==> config.mk <==
export PLATFORM = sky130hd
export DESIGN_NAME = msdap_input_ctrl
export DESIGN_NICKNAME = d
export VERILOG_FILES = /design/src/rtl/msdap_pkg.sv /design/src/rtl/msdap_zero_detect.sv /design/src/rtl/msdap_input_ctrl.sv
export SDC_FILE = /design/constraint.sdc
export NUM_CORES = 1
export LEC_CHECK = 0
export ABC_AREA = 1
export ABC_CLOCK_PERIOD_IN_PS = 3900
export BUFFER_PORTS_ARGS = -buffer_cell sky130_fd_sc_hd__buf_4
export CAP_MARGIN = 20
export CORE_UTILIZATION = 45
export CTS_CLUSTER_DIAMETER = 60
export DETAILED_ROUTE_END_ITERATION = 8
export PLACE_DENSITY = 0.67
export SLEW_MARGIN = 0
export SYNTH_ARGS = -nofsm -noshare
export SYNTH_HDL_FRONTEND = slang
export SYNTH_HIERARCHICAL = 1
export SYNTH_SLANG_ARGS = --single-unit
==> constraint.sdc <==
create_clock -name i_dclk -period 3.9 [get_ports i_dclk]
set_input_delay 0.78 -clock i_dclk [delete_from_list [all_inputs] [get_ports i_dclk]]
set_output_delay 0.78 -clock i_dclk [all_outputs]
set_load 0.005 [all_outputs]
==> src/rtl/msdap_pkg.sv <==
// Shared types and default sizing for the MSDAP input-side controller.
package msdap_pkg;

  localparam int DEF_DATA_W     = 16;
  localparam int DEF_RJ_COUNT   = 16;
  localparam int DEF_COEF_COUNT = 512;
  localparam int DEF_XDEPTH     = 256;
  localparam int DEF_ZERO_RUN   = 800;

  localparam int DEF_RJ_AW   = $clog2(DEF_RJ_COUNT);
  localparam int DEF_COEF_AW = $clog2(DEF_COEF_COUNT);
  localparam int DEF_X_AW    = $clog2(DEF_XDEPTH);
  localparam int DEF_ZC_W    = $clog2(DEF_ZERO_RUN + 1);

  typedef enum logic [3:0] {
    ST_INIT       = 4'd0,
    ST_WAIT_RJ    = 4'd1,
    ST_READ_RJ    = 4'd2,
    ST_WAIT_COEF  = 4'd3,
    ST_READ_COEF  = 4'd4,
    ST_WAIT_INPUT = 4'd5,
    ST_WORKING    = 4'd6,
    ST_CLEARING   = 4'd7,
    ST_SLEEPING   = 4'd8
  } state_t;

  function automatic int max_int(input int a, input int b);
    return (a > b) ? a : b;
  endfunction

endpackage

==> src/rtl/msdap_zero_detect.sv <==
// Saturating run-length counter of all-zero stereo samples; requests sleep
// on the sample that completes the run.
module msdap_zero_detect
  import msdap_pkg::*;
#(
  parameter int ZERO_RUN = DEF_ZERO_RUN
) (
  input  logic i_clk,
  input  logic i_rst,
  input  logic i_sample_valid,
  input  logic i_is_zero,
  input  logic i_rst_cnt,
  output logic o_sleep_req
);

  localparam int ZC_W = $clog2(ZERO_RUN + 1);
  localparam logic [ZC_W-1:0] ZC_LAST = ZC_W'(ZERO_RUN - 1);
  localparam logic [ZC_W-1:0] ZC_FULL = ZC_W'(ZERO_RUN);

  logic [ZC_W-1:0] r_zero_cnt;

  always_ff @(posedge i_clk) begin
    if (i_rst || i_rst_cnt) begin
      r_zero_cnt <= '0;
    end else if (i_sample_valid) begin
      if (!i_is_zero)
        r_zero_cnt <= '0;
      else if (r_zero_cnt != ZC_FULL)
        r_zero_cnt <= r_zero_cnt + ZC_W'(1);
    end
  end

  // Combinational so the FSM can leave WORKING on the very sample that completes the run
  assign o_sleep_req = i_sample_valid && i_is_zero && (r_zero_cnt >= ZC_LAST);

endmodule

==> src/rtl/msdap_input_ctrl.sv <==
// MSDAP input controller: loads Rj and coefficient memories, then streams
// stereo samples into the circular X buffer with sleep and flush handling.
//
// state       | meaning
// INIT        | zero-sweep X after clear
// WAIT_RJ     | wait for frame to start Rj load
// READ_RJ     | store RJ_COUNT words into Rj memory
// WAIT_COEF   | wait for frame to start coefficient load
// READ_COEF   | store COEF_COUNT words into coefficient memory
// WAIT_INPUT  | wait for frame to start sample stream
// WORKING     | store every stereo sample, strobe compute engine
// CLEARING    | zero-sweep X after flush
// SLEEPING    | zero run detected, drop zero samples
module msdap_input_ctrl
  import msdap_pkg::*;
#(
  parameter int DATA_W     = DEF_DATA_W,
  parameter int RJ_COUNT   = DEF_RJ_COUNT,
  parameter int COEF_COUNT = DEF_COEF_COUNT,
  parameter int XDEPTH     = DEF_XDEPTH,
  parameter int ZERO_RUN   = DEF_ZERO_RUN
) (
  input  logic                          i_dclk,
  input  logic                          i_clear,
  input  logic                          i_frame,
  input  logic                          i_flush,
  input  logic                          i_s2p_valid,
  input  logic [DATA_W-1:0]             i_parallel_l,
  input  logic [DATA_W-1:0]             i_parallel_r,
  output logic                          o_in_ready,
  output logic [3:0]                    o_state,
  output logic                          o_rj_we,
  output logic [$clog2(RJ_COUNT)-1:0]   o_rj_addr,
  output logic                          o_coef_we,
  output logic [$clog2(COEF_COUNT)-1:0] o_coef_addr,
  output logic [DATA_W-1:0]             o_cfg_wdata,
  output logic                          o_x_we,
  output logic [$clog2(XDEPTH)-1:0]     o_x_addr,
  output logic [DATA_W-1:0]             o_xl_wdata,
  output logic [DATA_W-1:0]             o_xr_wdata,
  output logic                          o_sample_strobe,
  output logic                          o_sleep_flag
);

  localparam int RJ_AW   = $clog2(RJ_COUNT);
  localparam int COEF_AW = $clog2(COEF_COUNT);
  localparam int X_AW    = $clog2(XDEPTH);
  localparam int IDX_W   = max_int(max_int(RJ_AW, COEF_AW), X_AW);

  localparam logic [IDX_W-1:0] RJ_LAST   = IDX_W'(RJ_COUNT - 1);
  localparam logic [IDX_W-1:0] COEF_LAST = IDX_W'(COEF_COUNT - 1);
  localparam logic [IDX_W-1:0] X_LAST    = IDX_W'(XDEPTH - 1);

  state_t              r_state, w_state_nxt;
  logic [IDX_W-1:0]    r_idx, w_idx_nxt;
  logic [X_AW-1:0]     r_wptr, w_wptr_nxt;
  logic                r_in_ready;
  logic                r_rj_we, w_rj_we_nxt;
  logic [RJ_AW-1:0]    r_rj_addr, w_rj_addr_nxt;
  logic                r_coef_we, w_coef_we_nxt;
  logic [COEF_AW-1:0]  r_coef_addr, w_coef_addr_nxt;
  logic [DATA_W-1:0]   r_cfg_wdata, w_cfg_wdata_nxt;
  logic                r_x_we, w_x_we_nxt;
  logic [X_AW-1:0]     r_x_addr, w_x_addr_nxt;
  logic [DATA_W-1:0]   r_xl_wdata, w_xl_wdata_nxt;
  logic [DATA_W-1:0]   r_xr_wdata, w_xr_wdata_nxt;
  logic                r_strobe, w_strobe_nxt;

  logic w_streaming;
  logic w_flush_go;
  logic w_sample;
  logic w_is_zero;
  logic w_zc_rst;
  logic w_sleep_req;

  assign w_streaming = (r_state == ST_WORKING) || (r_state == ST_SLEEPING);
  assign w_flush_go  = i_flush && w_streaming;
  assign w_sample    = i_s2p_valid && w_streaming && !i_flush;
  assign w_is_zero   = (i_parallel_l == '0) && (i_parallel_r == '0);
  assign w_zc_rst    = w_flush_go || (r_state == ST_CLEARING);

  msdap_zero_detect #(
    .ZERO_RUN (ZERO_RUN)
  ) u_zero_detect (
    .i_clk          (i_dclk),
    .i_rst          (i_clear),
    .i_sample_valid (w_sample),
    .i_is_zero      (w_is_zero),
    .i_rst_cnt      (w_zc_rst),
    .o_sleep_req    (w_sleep_req)
  );

  always_ff @(posedge i_dclk) begin
    if (i_clear)
      r_state <= ST_INIT;
    else
      r_state <= w_state_nxt;
  end

  always_comb begin
    w_state_nxt     = r_state;
    w_idx_nxt       = r_idx;
    w_wptr_nxt      = r_wptr;
    w_rj_we_nxt     = 1'b0;
    w_rj_addr_nxt   = r_rj_addr;
    w_coef_we_nxt   = 1'b0;
    w_coef_addr_nxt = r_coef_addr;
    w_cfg_wdata_nxt = r_cfg_wdata;
    w_x_we_nxt      = 1'b0;
    w_x_addr_nxt    = r_x_addr;
    w_xl_wdata_nxt  = r_xl_wdata;
    w_xr_wdata_nxt  = r_xr_wdata;
    w_strobe_nxt    = 1'b0;

    unique case (r_state)
      ST_INIT, ST_CLEARING: begin
        w_x_we_nxt     = 1'b1;
        w_x_addr_nxt   = r_idx[X_AW-1:0];
        w_xl_wdata_nxt = '0;
        w_xr_wdata_nxt = '0;
        if (r_idx == X_LAST) begin
          w_idx_nxt   = '0;
          w_wptr_nxt  = '0;
          w_state_nxt = (r_state == ST_INIT) ? ST_WAIT_RJ : ST_WAIT_INPUT;
        end else begin
          w_idx_nxt = r_idx + IDX_W'(1);
        end
      end

      ST_WAIT_RJ: begin
        if (i_frame) begin
          w_idx_nxt   = '0;
          w_state_nxt = ST_READ_RJ;
        end
      end

      ST_READ_RJ: begin
        if (i_s2p_valid) begin
          w_rj_we_nxt     = 1'b1;
          w_rj_addr_nxt   = r_idx[RJ_AW-1:0];
          w_cfg_wdata_nxt = i_parallel_l;
          if (r_idx == RJ_LAST) begin
            w_idx_nxt   = '0;
            w_state_nxt = ST_WAIT_COEF;
          end else begin
            w_idx_nxt = r_idx + IDX_W'(1);
          end
        end
      end

      ST_WAIT_COEF: begin
        if (i_frame) begin
          w_idx_nxt   = '0;
          w_state_nxt = ST_READ_COEF;
        end
      end

      ST_READ_COEF: begin
        if (i_s2p_valid) begin
          w_coef_we_nxt   = 1'b1;
          w_coef_addr_nxt = r_idx[COEF_AW-1:0];
          w_cfg_wdata_nxt = i_parallel_l;
          if (r_idx == COEF_LAST) begin
            w_idx_nxt   = '0;
            w_wptr_nxt  = '0;
            w_state_nxt = ST_WAIT_INPUT;
          end else begin
            w_idx_nxt = r_idx + IDX_W'(1);
          end
        end
      end

      ST_WAIT_INPUT: begin
        if (i_frame)
          w_state_nxt = ST_WORKING;
      end

      ST_WORKING, ST_SLEEPING: begin
        if (w_flush_go) begin
          w_idx_nxt   = '0;
          w_state_nxt = ST_CLEARING;
        end else if (w_sample && !((r_state == ST_SLEEPING) && w_is_zero)) begin
          // In SLEEPING only a nonzero sample reaches here, and it wakes the stream
          w_x_we_nxt     = 1'b1;
          w_x_addr_nxt   = r_wptr;
          w_xl_wdata_nxt = i_parallel_l;
          w_xr_wdata_nxt = i_parallel_r;
          w_strobe_nxt   = 1'b1;
          w_wptr_nxt     = r_wptr + X_AW'(1);
          w_state_nxt    = w_sleep_req ? ST_SLEEPING : ST_WORKING;
        end
      end

      default: w_state_nxt = ST_INIT;
    endcase
  end

  always_ff @(posedge i_dclk) begin
    if (i_clear) begin
      r_idx       <= '0;
      r_wptr      <= '0;
      r_in_ready  <= 1'b0;
      r_rj_we     <= 1'b0;
      r_rj_addr   <= '0;
      r_coef_we   <= 1'b0;
      r_coef_addr <= '0;
      r_cfg_wdata <= '0;
      r_x_we      <= 1'b0;
      r_x_addr    <= '0;
      r_xl_wdata  <= '0;
      r_xr_wdata  <= '0;
      r_strobe    <= 1'b0;
    end else begin
      r_idx       <= w_idx_nxt;
      r_wptr      <= w_wptr_nxt;
      r_in_ready  <= (r_state != ST_INIT) && (r_state != ST_CLEARING);
      r_rj_we     <= w_rj_we_nxt;
      r_rj_addr   <= w_rj_addr_nxt;
      r_coef_we   <= w_coef_we_nxt;
      r_coef_addr <= w_coef_addr_nxt;
      r_cfg_wdata <= w_cfg_wdata_nxt;
      r_x_we      <= w_x_we_nxt;
      r_x_addr    <= w_x_addr_nxt;
      r_xl_wdata  <= w_xl_wdata_nxt;
      r_xr_wdata  <= w_xr_wdata_nxt;
      r_strobe    <= w_strobe_nxt;
    end
  end

  assign o_in_ready      = r_in_ready;
  assign o_state         = r_state;
  assign o_rj_we         = r_rj_we;
  assign o_rj_addr       = r_rj_addr;
  assign o_coef_we       = r_coef_we;
  assign o_coef_addr     = r_coef_addr;
  assign o_cfg_wdata     = r_cfg_wdata;
  assign o_x_we          = r_x_we;
  assign o_x_addr        = r_x_addr;
  assign o_xl_wdata      = r_xl_wdata;
  assign o_xr_wdata      = r_xr_wdata;
  assign o_sample_strobe = r_strobe;
  assign o_sleep_flag    = (r_state == ST_SLEEPING);

endmodule

# Word level (Yosys, flattened, before mapping)
# Index checks and enable logic that the tools add are counted.
[totals] register_bits=105 wordCells=127
[classes] n_addsub=3 n_lt_le_gt_ge=1 eq_ne=27 mux=42 n_bitwise=3 n_reduce_logical=36
[ops] operator="two-way mux 16 bit" n=4
[ops] operator="case mux 16 bit (2 select lines)" n=2
[ops] operator="two-way mux 9 bit" n=7
[ops] operator="two-way mux 8 bit" n=7
[ops] operator="case mux 9 bit (5 select lines)" n=1
[ops] operator="two-way mux 4 bit" n=11
[ops] operator="logical NOT 16 bit" n=2
[ops] operator="case mux 4 bit (7 select lines)" n=1
[ops] operator="inequality test 2 bit (second input constant)" n=12
[ops] operator="case mux 8 bit (3 select lines)" n=1
[ops] operator="two-way mux 10 bit" n=2
[ops] operator="== test 4 x 3 -> 1 bit (second input constant)" n=4
[ops] operator="case mux 8 bit (2 select lines)" n=1
[ops] operator="OR reduction 2 bit" n=7
[ops] operator="adder 10 x 1 -> 10 bit (second input constant)" n=1
[ops] operator=">= comparator 10 bit (second input constant)" n=1
[ops] operator="inequality test 10 bit (second input constant)" n=1
[ops] operator="adder 9 x 1 -> 9 bit (second input constant)" n=1
[ops] operator="== test 9 x 4 -> 1 bit (second input constant)" n=1
[ops] operator="== test 9 x 8 -> 1 bit (second input constant)" n=1
[ops] operator="== test 9 bit (second input constant)" n=1
[ops] operator="logical AND 1 bit" n=9
[ops] operator="AND reduction 9 bit" n=1
[ops] operator="adder 8 x 1 -> 8 bit (second input constant)" n=1
[ops] operator="21 further kinds" n=32

# Depth between registers and ports, before layout
[logic_depth] ltp_word=10 ltp_mapped=13 mapped_depth_nobuf=13

# Modules after synthesis
# The synthesis kept the hierarchy.
[modules_own_cells] mod="msdap_input_ctrl" instances=1 cells_per_inst=569 area_each_um2=4169.0
[modules_own_cells] mod="msdap_zero_detect" instances=1 cells_per_inst=105 area_each_um2=661.9

# Worst setup path before layout
# Ideal clock, no wire load.
[synth_path] path_kind="input-to-reg" from="input port i_parallel_r[15]" to="register r_state[2], in the netlist o_state[2]" setup_time_ns=0.132 arrival_time_ns=2.097 path_slack_ns=1.671 path_stages=12 n_path_buf=0 path_cell_list="nor2_1 -> nand2_1 -> nor2_1 -> nand2_1 -> nor2_1 -> nand2_1 -> nor3_1 -> inv_1 -> o21ai_0 -> o2111ai_1 -> nand3_1 -> a21oi_1"
[synth_via] elab_chain_cells=8 elab_cells_between_ends=13
[synth_lines] item="from (decl)" line_no="msdap_input_ctrl.sv:29" rtl="input logic [DATA_W-1:0] i_parallel_r,"
[synth_lines] item="logical NOT 16 bit" line_no="msdap_input_ctrl.sv:79" rtl="assign w_is_zero = (i_parallel_l == '0) && (i_parallel_r == '0);"
[synth_lines] item="logical AND 1 bit" line_no="msdap_input_ctrl.sv:79"
[synth_lines] item="net w_is_zero" line_no="msdap_input_ctrl.sv:72" rtl="logic w_is_zero;"
[synth_lines] item="logical AND 1 bit (2 in a row)" line_no="msdap_zero_detect.sv:34" rtl="assign o_sleep_req = i_sample_valid && i_is_zero && (r_zero_cnt >= ZC_LAST);"
[synth_lines] item="net w_sleep_req" line_no="msdap_input_ctrl.sv:74" rtl="logic w_sleep_req;"
[synth_lines] item="two-way mux 4 bit" line_no="msdap_input_ctrl.sv:190" rtl="w_state_nxt = w_sleep_req ? ST_SLEEPING : ST_WORKING;"
[synth_lines] item="two-way mux 4 bit" line_no="msdap_input_ctrl.sv:182" rtl="end else if (w_sample && !((r_state == ST_SLEEPING) && w_is_zero)) begin"
[synth_lines] item="two-way mux 4 bit" line_no="msdap_input_ctrl.sv:179" rtl="if (w_flush_go) begin"
[synth_lines] item="case mux 4 bit (7 select lines)" line_no="msdap_input_ctrl.sv:115" rtl="unique case (r_state)"
[synth_lines] item="to (signal assigned)" line_no="msdap_input_ctrl.sv:97" rtl="r_state <= w_state_nxt;"
[synth_lines] item="to (decl)" line_no="msdap_input_ctrl.sv:54" rtl="state_t r_state, w_state_nxt;"
# The timed path passes the listed nets, and every way through them passes these cells. The select of a mux whose other input is x is not followed.
# A chain may end at the register's enable or synchronous reset.

# Final worst setup path
[layout_path] from="input port i_parallel_l[14]" to="register r_xl_wdata[8], in the netlist o_xl_wdata[8]"
[layout_via] elab_chain_cells=7
[layout_lines] item="from (decl)" line_no="msdap_input_ctrl.sv:28" rtl="input logic [DATA_W-1:0] i_parallel_l,"
[layout_lines] item="logical NOT 16 bit" line_no="msdap_input_ctrl.sv:79"
[layout_lines] item="logical AND 1 bit" line_no="msdap_input_ctrl.sv:79"
[layout_lines] item="net w_is_zero" line_no="msdap_input_ctrl.sv:72"
[layout_lines] item="logical AND 1 bit" line_no="msdap_input_ctrl.sv:182"
[layout_lines] item="logical NOT 1 bit" line_no="msdap_input_ctrl.sv:182"
[layout_lines] item="logical AND 1 bit" line_no="msdap_input_ctrl.sv:182"
[layout_lines] item="inequality test 2 bit (no line)"
[layout_lines] item="AND reduction 3 bit (no line)"
[layout_lines] item="to (signal assigned)" line_no="msdap_input_ctrl.sv:224" rtl="r_xl_wdata <= w_xl_wdata_nxt;"
[layout_lines] item="to (decl)" line_no="msdap_input_ctrl.sv:65" rtl="logic [DATA_W-1:0] r_xl_wdata, w_xl_wdata_nxt;"
# The timed path passes the listed nets, and every way through them passes these cells.

==> qor.yml <==
gp_congestion: 0.868
yosysWarnings: 6
ff_latch_area_um2: 2100
cap_violations: 0
hp-start: "o_xr_wdata[0]$_SDFFE_PP0P_"
cp-end-kind: "flop"
cellLeakagePower_nw: 2.66
syn_inst: 674
synth-edff-count: 0
maxSlewViolCount: 0
critPathSlowestCell: "inv_2"
r2r_cells: 12
wl_per_cell_um: 13.3
antenna_found_initial: 0
synthArstFlopShare: 0
max_stage_delay_ns: 0.50
p_sw_frac: 0.244
cts_hold_buf: 0
p_seq_frac: 0.603
multi_input_area_um2: 2310
whs_path_depth: 2
crit_required_ns: 4.20
worstMarginPinSlew_ns: 0.818
coreArea_um2: 10400
chipHeight_um: 106
ys_ff_latch: 105
max_freq_mhz: 390
min_to: "o_xr_wdata[0]$_SDFFE_PP0P_"
layout-drive-gt1-share: 0.221
start_util: 0.466
tns_ns: 0
drt_iter0_markers: 323
internal_power_mw: 1.35
syn_to_final_growth_pct: 22.4
relSlewSlack: 0.454
numCtsBuffers: 9
place_inst: 902
wirelength_um: 12200
cp_cell_sequence: "buf_4 -> nor2_1 -> nand2_1 -> nor2_1 -> nand2_1 -> nor2_1 -> nand2_1 -> nand2_4 -> nand2_4 -> inv_2 -> nand3_1 -> o21ai_1"
ant_nets: 0
crit_type: "in2reg"
ioPinCount: 116
yosys.cell_types.count: 33
min_period_over_period: 0.657
finClkSkew_ns: 0.0166
synth_top_area_frac: 0.435
p_switching_uw: 437
hpwl_um: 8930
die_area_um2: 11200
drt-pass1-iter-count: 5
synth.top_cells.by_area: "dfxtp_1 (44%), nand2_1 (11%), nand3_1 (6.9%)"
num_vias: 4601
cts_buffer_depth: 2
grt_max_degree: 41
io_buffers: 115
row_count: 37
gr-total-overflow: 0
rrSetupSlack_ns: 1.36
clk_pin_slew_ns: 0.10
syn_area_per_cell_um2: 7.17
comb_power_share: 0.047
antenna_cells: 0
grt_usage: 0.220
grt_pass1_wl_um: 19900
clkPwrFrac: 0.350
startpoint_type: "input port"
utilization: 0.570
h-tree-depth: 3
whs_ns: 0.474
clk-insertion-delay-late_ns: 0.37
cts-resized-gates: 0
cp_max_fo: 40
synth_flop_cell: "dfxtp_1"
period_needed_ns: 2.56
power_density_nw_per_um2: 303
instances_no_fill: 918
cts.sinks: 105
mappedNetlistArea_um2: 4830
viasPerCell: 5.01
grt_pass1_vias: 4431
cts_tree: "built"
ir_drop_mv: 0.189
nets: 821
post_cts_buffers: 0
hold_violations: 0
die_w_um: 106
worst_ep_arrival_time_ns: 2.87
rr_startpoint: "o_state[0]$_SDFFE_PP0P_"
outcome: "finished clean"
hold_class: "reg2reg"
clock-root-buffer: "clkbuf_8"
yosys.area.top_type: "dfxtp_1"
r2r-end: "o_state[2]$_SDFFE_PP0P_"
syn_nets: 718
finalSetupViolCount: 0
ys_seq_area_frac: 0.435
num-fill-cells: 984
rsz0062_at_grt: "false"
drc: 0
-- area by class of cell --
class,instances,share of cell area
inverters,72,0.0472
clock buffers,10,0.0216
clock inverters,6,0.00846
flip-flops and latches,105,0.355
well taps,136,0.0288
repair buffers,116,0.147
multi-input cells,473,0.391
-- power by group through the flow --
| stage | registers (mW) | clock network, mW | logic [mW] |
|---|---|---|---|
| after floorplan | 1.10 | 0 | 0.0371 |
| after global placement | 1.10 | 0 | 0.0824 |
| after detailed placement | 1.10 | 0 | 0.0838 |
| after CTS | 1.08 | 0.646 | 0.0840 |
| after global routing | 1.08 | 0.693 | 0.0920 |
| final | 1.08 | 0.627 | 0.0838 |
-- cells by family after synthesis --
kind of cell / Yosys count / synth area share
fa+ha+maj: 7 / 0.0181
xor+xnor: 7 / 0.0127
buf+inv: 96 / 0.0857
simple gates: 335 / 0.315
flops: 105 / 0.435
compound gates: 124 / 0.133
-- synth_stat cells, types with 7 or more instances --
master    number
a21oi_1       53
clkbuf_1      10
dfxtp_1      105
ha_1           7
inv_1         63
nand2_1      144
nand2_2       11
nand3_1       67
nor2_1        77
nor2_4         7
o21ai_0       56
o21ai_1       12
-- cells in the final DEF, fill, tap and decap left out, types with 9 or more instances in the layout --
| cell type | n |
|---|---|
| dfxtp_1 | 105 |
| inv_1 | 63 |
| nor2_1 | 77 |
| o21ai_1 | 12 |
| a21oi_1 | 53 |
| clkbuf_8 | 9 |
| buf_4 | 116 |
| o21ai_0 | 56 |
| nand3_1 | 67 |
| nand2_1 | 144 |
| nand2_2 | 11 |
-- worst max-delay path, delay by kind of cell --
family,cells,cell delay (ns)
and+or+nand+nor,9,1.35
buffers and inverters,2,0.62
AOI/OAI and AO/OA,1,0.11
-- worst max path at each step --
stage	startpoint	to	slack [ns]	cells after the start
after floorplan	i_parallel_r[15]	o_state[2]$_SDFFE_PP0P_	1.67	12
after global placement	i_parallel_r[0]	o_xl_wdata[12]$_SDFFE_PP0P_	1.07	12
after detailed placement	i_parallel_r[4]	o_xl_wdata[8]$_SDFFE_PP0P_	0.97	12
after CTS	i_parallel_r[4]	o_xl_wdata[8]$_SDFFE_PP0P_	1.36	12
after global routing	i_parallel_l[8]	o_xl_wdata[7]$_SDFFE_PP0P_	1.08	12
final	i_parallel_l[14]	o_xl_wdata[8]$_SDFFE_PP0P_	1.34	12
-- through the flow --
stage,setup WS [ns],instance area [um2],total power [mW]
after floorplan,1.67,4830,1.14
after global placement,1.07,5740,1.19
after detailed placement,0.972,5740,1.19
after CTS,1.36,5910,1.81
after global routing,1.08,5910,1.87
final,1.34,5910,1.79
-- registers in the layout, summed over array words and instances (netlist names), 8 cells and up --
signal / count
o_xr_wdata: 16
o_cfg_wdata: 16
o_x_addr: 8
o_coef_addr: 9
r_idx: 9
r_wptr: 8
o_xl_wdata: 16
u_zero_detect/r_zero_cnt: 10
-- layer usage --
layer / GRT usage / vias to the layer above / wire [um]
met5: 0 / - / 0
met4: 0.0784 / 0 / 198
met3: 0.0581 / 18 / 755
met2: 0.378 / 130 / 5800
met1: 0.265 / 2069 / 5420
li1: - / 2384 / -
No activity file was read; power rests on OpenSTA's default activity.
